**src/rtl/hdmi_hpd_config_ctrl_pkg.sv**
```systemverilog
// rtl/hdmi_hpd_config_ctrl_pkg.sv - shared HDMI hot-plug / configuration constants and types
//
// Holds the sequencer state encoding, the default cycle counts at a 100 MHz
// system clock, and the lower bound on the configuration window derived from
// the transmitter register table.
package hdmi_hpd_config_ctrl_pkg;

    typedef enum logic [2:0] {
        ST_UNPLUGGED = 3'd0,
        ST_SETTLE    = 3'd1,
        ST_KICK      = 3'd2,
        ST_CONFIG    = 3'd3,
        ST_ACTIVE    = 3'd4
    } hpd_state_e;

    localparam int unsigned CLK_HZ = 100_000_000;

    // 10 ms debounce, 200 ms sink settle time.
    localparam int unsigned DEF_DEBOUNCE_CYCLES = CLK_HZ / 100;
    localparam int unsigned DEF_SETTLE_CYCLES   = CLK_HZ / 5;

    // Write engine cost: each table entry is a 29-bit I2C frame
    // (address + register + data + acks) at 256 system clocks per bit,
    // preceded by a 0.5 ms power-up pause.
    localparam int unsigned CFG_TABLE_LEN         = 60;
    localparam int unsigned CFG_BITS_PER_WRITE    = 29;
    localparam int unsigned CFG_CLKS_PER_BIT      = 256;
    localparam int unsigned CFG_INIT_PAUSE_CYCLES = CLK_HZ / 2000;
    localparam int unsigned CFG_MIN_CYCLES =
        CFG_TABLE_LEN * CFG_BITS_PER_WRITE * CFG_CLKS_PER_BIT + CFG_INIT_PAUSE_CYCLES;

    // Round the minimum up to a 5 ms window.
    localparam int unsigned CFG_MARGIN_CYCLES  = 500_000 - CFG_MIN_CYCLES;
    localparam int unsigned DEF_CONFIG_CYCLES  = CFG_MIN_CYCLES + CFG_MARGIN_CYCLES;

    // Wide enough for the 200 ms settle delay.
    localparam int unsigned DEF_TIMER_W = 25;

    // Saturating 8-bit increment for the configuration counter.
    function automatic logic [7:0] sat_inc8(input logic [7:0] value);
        return (value == 8'hFF) ? value : value + 8'd1;
    endfunction

endpackage

```
**src/rtl/hdmi_hpd_config_ctrl_hpd_debounce.sv**
```systemverilog
// rtl/hdmi_hpd_config_ctrl_hpd_debounce.sv - HPD synchroniser and level debouncer
//
// Ports:
//   clk        in  system clock
//   rst_n      in  asynchronous active-low reset
//   hpd_in     in  raw hot-plug-detect pin (asynchronous)
//   hpd_stable out debounced HPD level
//
// A level change is accepted only after the synchronised pin differs from
// hpd_stable for DEBOUNCE_CYCLES consecutive cycles.
module hpd_debounce #(
    parameter int unsigned DEBOUNCE_CYCLES = 1_000_000
) (
    input  logic clk,
    input  logic rst_n,
    input  logic hpd_in,
    output logic hpd_stable
);

    localparam int CNT_W = (DEBOUNCE_CYCLES > 1) ? $clog2(DEBOUNCE_CYCLES) : 1;
    localparam logic [CNT_W-1:0] CNT_LAST = CNT_W'(DEBOUNCE_CYCLES - 1);

    logic             sync0;
    logic             sync1;
    logic [CNT_W-1:0] cnt;

    always_ff @(posedge clk or negedge rst_n) begin
        if (!rst_n) begin
            sync0 <= 1'b0;
            sync1 <= 1'b0;
        end else begin
            sync0 <= hpd_in;
            sync1 <= sync0;
        end
    end

    // Any cycle that agrees with the accepted level restarts the count, so
    // only an unbroken run of the opposite level is accepted.
    always_ff @(posedge clk or negedge rst_n) begin
        if (!rst_n) begin
            cnt        <= '0;
            hpd_stable <= 1'b0;
        end else if (sync1 == hpd_stable) begin
            cnt <= '0;
        end else if (cnt == CNT_LAST) begin
            cnt        <= '0;
            hpd_stable <= sync1;
        end else begin
            cnt <= cnt + CNT_W'(1);
        end
    end

endmodule

```
**src/rtl/hdmi_hpd_config_ctrl.sv**
```systemverilog
// rtl/hdmi_hpd_config_ctrl.sv - HDMI hot-plug driven transmitter configuration sequencer
//
// Ports:
//   clk        in  system clock
//   rst_n      in  asynchronous active-low reset
//   hpd_in     in  raw hot-plug-detect pin (asynchronous)
//   force_cfg  in  single-cycle software request to re-run configuration
//   resend     out one-cycle pulse to the I2C write engine
//   video_en   out video output stage enable (ACTIVE only)
//   hpd_stable out debounced HPD level
//   cfg_done   out high while in ACTIVE
//   cfg_count  out number of resend pulses issued, saturating at 255
module hdmi_hpd_config_ctrl
    import hdmi_hpd_config_ctrl_pkg::*;
#(
    parameter int unsigned DEBOUNCE_CYCLES = DEF_DEBOUNCE_CYCLES,
    parameter int unsigned SETTLE_CYCLES   = DEF_SETTLE_CYCLES,
    parameter int unsigned CONFIG_CYCLES   = DEF_CONFIG_CYCLES,
    parameter int unsigned TIMER_W         = DEF_TIMER_W
) (
    input  logic       clk,
    input  logic       rst_n,
    input  logic       hpd_in,
    input  logic       force_cfg,
    output logic       resend,
    output logic       video_en,
    output logic       hpd_stable,
    output logic       cfg_done,
    output logic [7:0] cfg_count
);

    localparam logic [TIMER_W-1:0] SETTLE_LOAD = TIMER_W'(SETTLE_CYCLES - 1);
    localparam logic [TIMER_W-1:0] CONFIG_LOAD = TIMER_W'(CONFIG_CYCLES - 1);

    hpd_state_e         state;
    logic [TIMER_W-1:0] timer;

    hpd_debounce #(
        .DEBOUNCE_CYCLES(DEBOUNCE_CYCLES)
    ) u_hpd_debounce (
        .clk       (clk),
        .rst_n     (rst_n),
        .hpd_in    (hpd_in),
        .hpd_stable(hpd_stable)
    );

    // resend is raised on the edge that enters KICK, so it is high exactly
    // while the state register holds KICK. Unplug is checked before the
    // software request so it always wins; a replug then walks the full
    // SETTLE/KICK path and issues a fresh resend.
    always_ff @(posedge clk or negedge rst_n) begin
        if (!rst_n) begin
            state     <= ST_UNPLUGGED;
            timer     <= '0;
            resend    <= 1'b0;
            cfg_count <= '0;
        end else begin
            resend <= 1'b0;
            if (state == ST_UNPLUGGED) begin
                if (hpd_stable) begin
                    state <= ST_SETTLE;
                    timer <= SETTLE_LOAD;
                end
            end else if (!hpd_stable) begin
                state <= ST_UNPLUGGED;
                timer <= '0;
            end else if (force_cfg) begin
                state     <= ST_KICK;
                resend    <= 1'b1;
                cfg_count <= sat_inc8(cfg_count);
            end else begin
                case (state)
                    ST_SETTLE: begin
                        if (timer == '0) begin
                            state     <= ST_KICK;
                            resend    <= 1'b1;
                            cfg_count <= sat_inc8(cfg_count);
                        end else begin
                            timer <= timer - TIMER_W'(1);
                        end
                    end
                    ST_KICK: begin
                        state <= ST_CONFIG;
                        timer <= CONFIG_LOAD;
                    end
                    ST_CONFIG: begin
                        if (timer == '0) begin
                            state <= ST_ACTIVE;
                        end else begin
                            timer <= timer - TIMER_W'(1);
                        end
                    end
                    default: begin
                    end
                endcase
            end
        end
    end

    assign video_en = (state == ST_ACTIVE);
    assign cfg_done = (state == ST_ACTIVE);

endmodule

```
**config.mk**
```make
export PLATFORM = sky130hd
export DESIGN_NAME = hdmi_hpd_config_ctrl
export DESIGN_NICKNAME = d
export VERILOG_FILES = /design/src/rtl/hdmi_hpd_config_ctrl_pkg.sv /design/src/rtl/hdmi_hpd_config_ctrl_hpd_debounce.sv /design/src/rtl/hdmi_hpd_config_ctrl.sv
export SDC_FILE = /design/constraint.sdc
export NUM_CORES = 1
export LEC_CHECK = 0
export CORE_MARGIN = 1
export CORE_UTILIZATION = 40
export CTS_CLUSTER_DIAMETER = 120
export DETAILED_ROUTE_END_ITERATION = 16
export PLACE_DENSITY_LB_ADDON = 0.2
export SLEW_MARGIN = 20
export SYNTH_ARGS = -nofsm -noshare
export SYNTH_HDL_FRONTEND = slang
export SYNTH_SLANG_ARGS = --single-unit
```
**constraint.sdc**
```tcl
create_clock -name clk -period 3.2 [get_ports clk]
set_input_delay 0.48 -clock clk [delete_from_list [all_inputs] [get_ports clk]]
set_output_delay 0.48 -clock clk [all_outputs]
set_load 0.05 [all_outputs]
```
; Word level (Yosys, flattened, before mapping)
; Cells that the tools add are included.
[op_classes]
n_mux = 24
multipliers = 0
n_shift = 0
div_mod_pow = 0
addsub = 3
reduce_logical = 9
n_eq_ne = 14
magnitude_cmp = 0
bitwise_logic = 2
[op_table]
columns = op, count
row1 = $mux W25, 5
row2 = $pmux W25 S2, 1
row3 = $mux W20, 2
row4 = $mux W8, 4
row5 = $logic_not A25 Y1, 1
row6 = $sub A25 B1 Y25 const B, 1
row7 = $add A20 B1 Y20 const B, 1
row8 = $eq A20 B20 Y1 const B, 1
row9 = $mux W3, 6
row10 = $reduce_and A4 Y1, 3
row11 = $ne A5 B5 Y1 const B, 2
row12 = $pmux W3 S3, 1
row13 = $add A8 B1 Y8 const B, 1
row14 = $eq A8 B8 Y1 const B, 1
row15 = $ne A4 B4 Y1 const B, 2
row16 = $eq A3 B2 Y1 const B, 2
row17 = $ne A6 B6 Y1 const B, 1
row18 = $mux W1, 5
row19 = $reduce_bool A2 Y1, 2
row20 = $eq A3 B1 Y1 const B, 1
row21 = $eq A3 B3 Y1 const B, 1
row22 = $logic_not A3 Y1, 1
row23 = $ne A3 B3 Y1 const B, 1
row24 = $ne A2 B1 Y1 const B, 1
row25 = 4 further kinds, 5
[totals]
output_inout_bits = 12
romBits = 0
latch_bits = 0
input_bits = 4
memories = 0
mem_bits_rw = 0
regBits = 60

; Depth between registers and ports, before layout
; Gate-level depths: netlist (run 1).
[logic_depth]
word_depth = 6
depth_mapped = 7
ltp_nobuf = 7

; Hierarchy
; A second synthesis (run 1) with hierarchy kept.
[hier_totals]
cells_unflattened = 366
hier_area_um2 = 3504.6
[by_module_without_submodules]
columns = module, cells_each, seq_area_each_um2, n_inst, area_each_um2
row1 = hdmi_hpd_config_ctrl, 258, 925.9, 1, 2389.8
row2 = hpd_debounce, 108, 575.6, 1, 1114.8

; Least setup slack after synthesis (run 1)
; No wires, ideal clock.
[synth_path]
path_type = register -> output
from = register state[2]
to = output video_en
setup_slack_ns = 0.489
path_buffers = 2
required_time_ns = 2.720
path_stages_with_launch = 5
arrival_time_ns = 2.231
cell_sequence = dfrtp_1 clkbuf_1 inv_1 nor3_1 buf_4
[synth_via]
elab_chain_cells = 1
[synth_lines]
columns = item, line_no
row1 = start: declaration, hdmi_hpd_config_ctrl.sv:35  ; hpd_state_e state;
row2 = start signal: assignment, hdmi_hpd_config_ctrl.sv:53  ; state <= ST_UNPLUGGED;
row3 = start signal: assignment, hdmi_hpd_config_ctrl.sv:61  ; state <= ST_SETTLE;
row4 = start signal: assignment, hdmi_hpd_config_ctrl.sv:65  ; state <= ST_UNPLUGGED;
row5 = $eq A3 B3 Y1, n/a
row6 = end: declaration, hdmi_hpd_config_ctrl.sv:26  ; output logic video_en,
; No other way between the ends.

; Worst setup path in the final report (run 1)
[layout_path]
from = register timer[3]
to = register timer[5]
[layout_via]
elab_chain_cells = 6
elab_cells_between_ends = 9
[layout_lines]
columns = item, line_no
row1 = start: declaration, hdmi_hpd_config_ctrl.sv:36  ; logic [TIMER_W-1:0] timer;
row2 = start signal: assignment, hdmi_hpd_config_ctrl.sv:79  ; timer <= timer - TIMER_W'(1);
row3 = start signal: assignment, hdmi_hpd_config_ctrl.sv:90  ; timer <= timer - TIMER_W'(1);
row4 = $sub A25 B1 Y25, "hdmi_hpd_config_ctrl.sv:79, hdmi_hpd_config_ctrl.sv:90"
row5 = $mux W25, "hdmi_hpd_config_ctrl.sv:74, hdmi_hpd_config_ctrl.sv:87"
row6 = $pmux W25 S2, hdmi_hpd_config_ctrl.sv:72  ; case (state)
row7 = $mux W25, hdmi_hpd_config_ctrl.sv:67  ; end else if (force_cfg) begin
row8 = $mux W25, hdmi_hpd_config_ctrl.sv:64  ; end else if (!hpd_stable) begin
row9 = $mux W25, hdmi_hpd_config_ctrl.sv:59  ; if (state == ST_UNPLUGGED) begin
; Parallel ways exist; a longest one is shown, timed or not. The select of a mux whose other input is x is not followed.
; A chain may end at the register's enable or synchronous reset.

==> results of run 1 <==
## report_power, final
part,switching (W),internal [W],total (W)
registers,0.00000282,0.000762,0.000765
clock network,0.000312,0.000344,0.000656
logic,0.0000255,0.00000871,0.0000342
total,0.000340,0.00111,0.00146
## placed cells by master, fill, tap and decap left out, types with 7 or more instances in the layout
cell type / n
nor4_1: 15
xor2_1: 18
o21ai_0: 7
dfrtp_1: 60
clkdlybuf4s50_1: 14
clkbuf_8: 12
xnor2_1: 8
nand2_1: 26
nor2_1: 41
a21oi_1: 9
nor3_1: 19
a31oi_1: 12
inv_1: 9
nand3_1: 14
nand4_1: 7
## per-stage QoR
step | setup WS [ns] | instances | cell area (sq um)
after floorplan | 0.489 | 347 | 3290
after global placement | 0.470 | 459 | 3560
after detailed placement | 0.422 | 459 | 3560
after CTS | 0.394 | 475 | 3750
after global routing | 0.125 | 475 | 3750
final | 0.351 | 475 | 3750
## routing by layer
metal,wire length (microns),share of wire,up-vias,global-route usage
met5,0,0,-,0
met4,114,0.014,0,0.0744
met3,553,0.070,12,0.0460
met2,3400,0.43,78,0.294
met1,3850,0.49,1366,0.293
li1,-,-,1344,-
## worst max-delay path by stage
stage,end
global route,timer[21]
floorplan,video_en
CTS,timer[5]
detailed placement,timer[21]
global placement,timer[21]
finish,timer[5]
## worst register-to-register path, stage by stage, from the launching register on
cell      delay, ns
dfrtp_1        0.42
nor4_1         0.30
nand3b_1       0.30
o31ai_1        0.71
nand2_1        0.55
o221a_2        0.45
## sequential cells by signal, summed over array words and instances, names as in the netlist
name                       cells
timer                         25
u_hpd_debounce.cnt            20
cfg_count                      8
state                          3
resend                         1
u_hpd_debounce.hpd_stable      1
u_hpd_debounce.sync0           1
u_hpd_debounce.sync1           1
## cell families after synthesis
| family | after synthesis | share of synthesized area |
|---|---|---|
| mux | 2 | 0.00646 |
| buf+inv | 20 | 0.0247 |
| flops | 60 | 0.456 |
| compound gates | 75 | 0.174 |
| fa+ha+maj | 4 | 0.0152 |
| xor+xnor | 26 | 0.0692 |
| simple gates | 160 | 0.254 |
## area by class of cell
| cell class | instances | area [sq um] | share of cell area |
|---|---|---|---|
| clock buffers | 13 | 169 | 0.0450 |
| clock inverters | 3 | 20.0 | 0.00534 |
| inverters | 9 | 33.8 | 0.00901 |
| multi-input cells | 267 | 1710 | 0.456 |
| flip-flops and latches | 60 | 1500 | 0.400 |
| well taps | 102 | 128 | 0.0340 |
| repair buffers | 21 | 190 | 0.0507 |
==> metrics, run 1 <==
pin count of the biggest net entering global routing=61; crit path launch type=flip-flop; fin. max-slew vios=0; leak pwr=1.67 nW; FF-to-FF Start=timer[3]; number of fill cells in the layout=779; Final HPWL DP=5370 microns; critical-path cell list=nor4_1, nand3b_1, o31ai_1, nand2_1, o221a_2; vias per std cell=5.89; I/O pin total=16; cell count after synthesis=347; post-CTS setup buffers=0; Nets=376; # diodes=0; total global-route track usage=0.202; setup TNS=0 ns; Area Overhead vs Synth=13.9%; synth top area cells=dfrtp_1, xor2_1, nor2_1; Synth area leader=dfrtp_1; Worst Setup SP=timer[3]; CP Data Required Time=3.43 ns; #FFs+latches synth=60; Post-synth EDFFs=0; Longest Clk Path Bufs=2; average wire per standard cell=16.7 microns; Clock Skew=0.00652 ns; final hold violations=0; Sink Count=60; final setup fails=0; type of the worst setup path=reg2reg; top-count cell post-synth=dfrtp_1; reg-to-reg slack, setup=0.35 ns; synth unique cells=61; RSZ-0062 raised after global routing=false; PortBufs=15; post_cts resized=0; Worst path depth=5; routability cong.=0.896; Post-synth ARST share=1.00; initial DRC count=178; Synth Warn #=0; HP Class=in2async; status=completed; max_slew headroom=0.463; Max VDD drop=195 uV; Power Total=0.00146 W; maxcap violations=0; CTS tree=done; synthesized net count=355; most frequent cells after synthesis=dfrtp_1, nor2_1, nand2_1; register area share after synthesis=0.456; reg2reg end=timer[5]; Mapped Area=0.00329 sq mm; Hold Buf Count CTS=0; antenna violations before repair=0; # DRC=0; Slowest-stage cell, CP=o31ai_1; row count=32; grt ovf=0; CTS H-tree lvls=3; die extent in x=92.7 microns; Largest stage delay, worst path=0.71 ns; power per cell area=388 mW/mm^2; ys flop type=dfrtp_1; Fmax=351 MHz; worst reg2reg path depth=5; Total Routed Length=7920 microns; Die H=92.7 microns; Worst-Margin Slew=0.797 ns; DIE AREA=0.00860 sq mm; layout cells sized above 1=0.118; CTS Root Buffer Type=clkbuf_8; utilization after layout=0.478; minimum clock period after layout=2.85 ns; final hold slack=0.285 ns; CP top delay family=compound AO/OA/AOI/OAI gates; Avg Cell Area, Syn=9.49 sq um; CTS clk-pin slew, worst paths=0.07 ns; Detail Route Antenna Nets=0; DRT Pass-1 Iters=4; initial core utilization=0.419; Synth top area share=0.456; Crit path buffers/inverters=0; Vias=2800; fin crit share=0.890; number of CTS-inserted buffers=9; clk_lat worst skew=0.34 ns; Core Region=0.00785 sq mm; WP data arrival=3.08 ns; vias in the first global route=2694; worst-path fanout max=14; first-pass GRT wire length=13500 microns; Critical Path Sink Type=flip-flop
Note: power is estimated with default switching activity, not from simulation.
==> run 2, diff against run 1 <==
- clock period: 3.2 -> 3 ns (I/O delays scaled with it)
==> metrics, run 2 (synthesis results as in run 1) <==
Total Routed Length=8360 microns (+5.5%); Slowest-stage cell, CP=o31ai_1; met2 wire len=3620 microns (+6.5%); DRT Pass-1 Iters=5 (+1); routability cong.=0.869 (-3.0%); setup TNS=0 ns (unchanged); post-CTS setup buffers=0 (unchanged); Die H=92.7 microns (unchanged); final hold violations=0 (unchanged); HP Class=in2async; Core Region=0.00785 sq mm (unchanged); Sink Count=60 (unchanged); met3 WL post-DR=351 microns (-37%); most frequent cells in the layout=dfrtp_1, nor2_1, nand2_1; DIE AREA=0.00860 sq mm (unchanged); max_slew headroom=0.391 (-0.0721); maxcap violations=0 (unchanged); Fmax=365 MHz (+4.0%); I/O pin total=16 (unchanged); Longest Clk Path Bufs=2 (unchanged); grt ovf=0 (unchanged); final hold slack=0.135 ns (-0.151 ns); # diodes=0 (unchanged); leak pwr=1.72 nW (+3.3%); CTS Root Buffer Type=clkbuf_8; vias per std cell=5.93 (+0.66%); Nets=382 (+1.6%); Crit path buffers/inverters=0 (unchanged); final worst slack=0.262 ns (-0.0898 ns); fin crit share=0.913 (+0.0226); worst-path fanout max=14 (unchanged); initial DRC count=263 (+48%); critical-path cell list=nor4_1, nand4_1, o31ai_1, nand2_2, o221a_2; type of the worst setup path=reg2reg; Final HPWL DP=5770 microns (+7.5%); crit path launch type=flip-flop; die extent in x=92.7 microns (unchanged); average wire per standard cell=17.4 microns (+4.2%); Largest Register=timer; CTS H-tree lvls=3 (unchanged); Worst-Margin Slew=0.905 ns (+0.108 ns); max reg flops=25 (unchanged); Clock Skew=0.0124 ns (+0.00587 ns); status=completed; clk_lat worst skew=0.34 ns (about the same); Area Overhead vs Synth=16.5%; initial core utilization=0.419 (unchanged); row count=32 (unchanged); layout cells sized above 1=0.137 (+0.0192); total global-route track usage=0.210 (+0.00787); # DRC=0 (unchanged); Detail Route Antenna Nets=0 (unchanged); final setup fails=0 (unchanged); Vias=2854 (+1.9%); most common cell after layout, fill and taps aside=dfrtp_1; antenna violations before repair=0 (unchanged); number of CTS-inserted buffers=9 (unchanged); uppermost routed layer=met4; Critical Path Sink Type=flip-flop; Max VDD drop=228 uV (+17%); vias in the first global route=2662 (-1.2%); first-pass GRT wire length=13900 microns (+3.0%); power per cell area=440 mW/mm^2 (+14%); pin count of the biggest net entering global routing=28 (-54%); WP data arrival=2.97 ns (-0.11 ns); Largest regs=timer x25, u_hpd_debounce.cnt x20, cfg_count x8; minimum clock period after layout=2.74 ns (-0.110 ns); RSZ-0062 raised after global routing=false; post-placement setup slack=0.152 ns (-0.270 ns); fin. max-slew vios=0 (unchanged); CTS tree=done; CTS clk-pin slew, worst paths=0.08 ns (about the same); Cells after DPL=465 (+1.3%); PortBufs=15 (unchanged); Metal-1 WL=4230 microns (+9.8%); CP top delay family=simple AND/OR/NAND/NOR gates; Largest stage delay, worst path=0.69 ns (-0.02 ns); CP Data Required Time=3.23 ns (-0.20 ns); utilization after layout=0.489 (+0.0107); Post-Layout Cell Count=481 (+1.3%)
## run 2: cell count changes in the layout (fill, tap and decap cells not counted), sizes merged
| cell | change |
|---|---|
| buf | +6 |
| clkbuf | -3 |
| clkinv | +3 |
| bufinv | +2 |
| clkinvlp | -2 |
## run 2: what timing repair did
item	in CTS	in global routing
endpoints found under the hold margin	0	0
resized for setup	0	1
setup endpoints to repair	0	6
hold buffers	0	0
## run 2: area by class of cell
class,instances,area (sq um)
flip-flops and latches,60,1500
clock buffers,10,138
repair buffers,27,235
well taps,102,128
multi-input cells,267,1710
inverters,9,33.8
clock inverters,6,87.6
fillers,781,4010
## run 2: worst paths after layout
path | startpoint | endpoint | slack (ns) | depth (start not counted)
worst max-delay path | timer[19] | timer[5] | 0.26 | 5
worst min-delay path | rst_n | u_hpd_debounce.cnt[14] | 0.13 | 1
worst max register to register | timer[19] | timer[5] | 0.26 | 5
worst min register to register | u_hpd_debounce.sync0 | u_hpd_debounce.sync1 | 0.35 | 0
max in group asynchronous | rst_n | u_hpd_debounce.cnt[19] | 2.15 | 2
min in group clk | u_hpd_debounce.sync0 | u_hpd_debounce.sync1 | 0.35 | 0
## run 2: worst reg2reg max path, stage by stage (launching register included)
cell and delay, ns:
dfrtp_1 0.42, nor4_1 0.50, nand4_1 0.22, o31ai_1 0.69, nand2_2 0.40, o221a_2 0.40
## run 2: power by group
| part | internal [W] | leakage, nW | switching, W |
|---|---|---|---|
| combinational | 0.0000102 | 0.801 | 0.0000285 |
| sequential | 0.000813 | 0.805 | 0.00000295 |
| clock | 0.000490 | 0.116 | 0.000343 |
## run 2: metrics by stage
stage | instance area (sq um) | power (W)
after floorplan | 3290 | 0.000846
after global placement | 3610 | 0.000872
after detailed placement | 3610 | 0.000872
after CTS | 3830 | 0.00170
after global routing | 3830 | 0.00174
final | 3830 | 0.00169
## run 2: layer usage
metal  global-route usage  up-vias
met5                    0        -
met4               0.0718        0
met3               0.0419       15
li1                     -     1364
met1                0.314     1397
met2                0.301       78
==> run 3, diff against run 2 <==
- clock period: 3 -> 2.4 ns (I/O delays scaled with it)
==> metrics, run 3 (synthesis results as in run 1) <==
area of the multi-input gates=0.00176 sq mm (+3.1%); leak pwr=1.85 nW (+7.7%); antenna violations before repair=0 (unchanged); WP data arrival=2.54 ns (-0.43 ns); minimum clock period after layout=2.30 ns (-0.439 ns); Critical Path Sink Type=flip-flop; Nets=406 (+6.3%); Largest Register=timer; Max VDD drop=247 uV (+8.5%); sequential power share=0.532 (+0.049); area post-placement=0.00381 sq mm (+5.6%); HP Class=in2async; post-CTS setup buffers=0 (unchanged); pin count of the biggest net entering global routing=38 (+36%); clk_lat worst skew=0.36 ns (+0.02 ns); # DRC=0 (unchanged); final hold violations=3 (+3); Final HPWL DP=5980 microns (+3.6%); grt ovf=0 (unchanged); most common cell after layout, fill and taps aside=dfrtp_1; Gate power share=0.026 (+0.003); initial core utilization=0.419 (unchanged); Vias=2953 (+3.5%); final instance area=0.00403 sq mm (+5.2%); max_slew headroom=0.607 (+0.216); Clock Skew=0.0103 ns (-0.00206 ns); Fmax=435 MHz (+19%); routability cong.=0.907 (+4.3%); number of CTS-inserted buffers=9 (unchanged); most frequent cells in the layout=dfrtp_1, nor2_1, buf_4; layout cells sized above 1=0.213 (+0.0762); CP Data Required Time=2.64 ns (-0.59 ns); Total Routed Length=8420 microns (+0.77%); fin crit share=0.958 (+0.0451); NetSw=0.000486 W (+30%); maxcap violations=0 (unchanged); row count=32 (unchanged); DIE AREA=0.00860 sq mm (unchanged); final hold slack=-0.00355 ns (-0.138 ns); max reg flops=25 (unchanged); Pint=0.00143 W (+9.0%); type of the worst setup path=reg2reg; vias in the first global route=2820 (+5.9%); Worst-Margin Slew=0.589 ns (-0.316 ns); switching part of the total=0.254 (+0.0316); CTS clk-pin slew, worst paths=0.08 ns (about the same); RSZ-0062 raised after global routing=false; CTS Root Buffer Type=clkbuf_8; Largest regs=timer x25, u_hpd_debounce.cnt x20, cfg_count x8; first-pass GRT wire length=14100 microns (+1.3%); I/O pin total=16 (unchanged); status=finished with violations; register area=0.00150 sq mm (unchanged); CTS tree=done; CTS H-tree lvls=3 (unchanged); crit path launch type=flip-flop; final setup fails=0 (unchanged); Clk pwr share=0.442 (-0.052); power per cell area=475 mW/mm^2 (+8.0%); Sink Count=60 (unchanged); initial DRC count=232 (-12%); Core Region=0.00785 sq mm (unchanged); worst-path fanout max=6 (-8); vias per std cell=5.85 (-1.4%); # diodes=0 (unchanged); number of fill cells in the layout=755 (-3.3%); Detail Route Antenna Nets=0 (unchanged); die extent in x=92.7 microns (unchanged); DRT Pass-1 Iters=4 (-1); PortBufs=15 (unchanged); Die H=92.7 microns (unchanged); total global-route track usage=0.215 (+0.00475); Longest Clk Path Bufs=2 (unchanged); average wire per standard cell=16.7 microns (-4.0%); fin. max-slew vios=0 (unchanged); failing checks=hold timing; Area Overhead vs Synth=22.5%
==> run 3: power by group through the flow <==
stage | clock network (W) | registers (W) | logic, W
detailed placement | 0 | 0.00104 | 0.0000522
floorplan | 0 | 0.00104 | 0.0000183
finish | 0.000848 | 0.00102 | 0.0000500
global placement | 0 | 0.00104 | 0.0000522
global route | 0.000899 | 0.00102 | 0.0000592
CTS | 0.000861 | 0.00102 | 0.0000523
==> run 3: worst max-delay path: stages (launching register included) <==
cell and delay (ns):
dfrtp_1 0.39, or4_4 0.58, or3_4 0.35, or4_4 0.42
a31o_1 0.22, a211o_1 0.22
==> run 3: metal layers <==
layer  vias to the layer above  global-route usage  part of all wire
li1                       1404                   -                 -
met5                         -                   0                 0
met2                        87               0.312              0.44
met3                        17              0.0361             0.058
met1                      1445               0.304              0.48
met4                         0               0.115             0.023
==> run 3: layout make-up <==
cell class              instances  share of cell area
well taps                     102              0.0316
clock buffers                  10              0.0341
clock inverters                 6             0.00993
multi-input cells             267               0.437
repair buffers                 51               0.106
flip-flops and latches         60               0.372
inverters                       9             0.00837
==> run 3: metrics by stage <==
| stage | setup WS [ns] | util | total power, W | instances | TNS (ns) |
|---|---|---|---|---|---|
| 2_1_floorplan | -0.0353 | - | 0.00106 | 347 | -0.0557 |
| 3_3_place_gp | 0.00360 | 0.485 | 0.00109 | 489 | 0 |
| 3_5_place_dp | -0.0310 | 0.485 | 0.00109 | 489 | -0.0310 |
| 4_1_cts | 0.00502 | 0.508 | 0.00193 | 505 | 0 |
| 5_1_grt | 0.0485 | 0.514 | 0.00198 | 505 | 0 |
| 6_report | 0.101 | 0.514 | 0.00192 | 505 | 0 |
==> run 3: worst paths after layout <==
| kind | cells after the start | to | start | slack (ns) |
|---|---|---|---|---|
| max in group asynchronous | 2 | cfg_count[1] | rst_n | 1.80 |
| hold / removal | 1 | u_hpd_debounce.cnt[13] | rst_n | -0.004 |
| hold reg to reg | 0 | u_hpd_debounce.sync1 | u_hpd_debounce.sync0 | 0.35 |
| setup reg to reg | 5 | timer[18] | timer[6] | 0.10 |
| min in group clk | 0 | u_hpd_debounce.sync1 | u_hpd_debounce.sync0 | 0.35 |
| setup / recovery | 5 | timer[18] | timer[6] | 0.10 |
==> run 3: repair_timing <==
item,CTS,global route
hold buffers,0,0
gates resized for setup,2,12
setup endpoints to repair,4,15
pin swaps,0,4
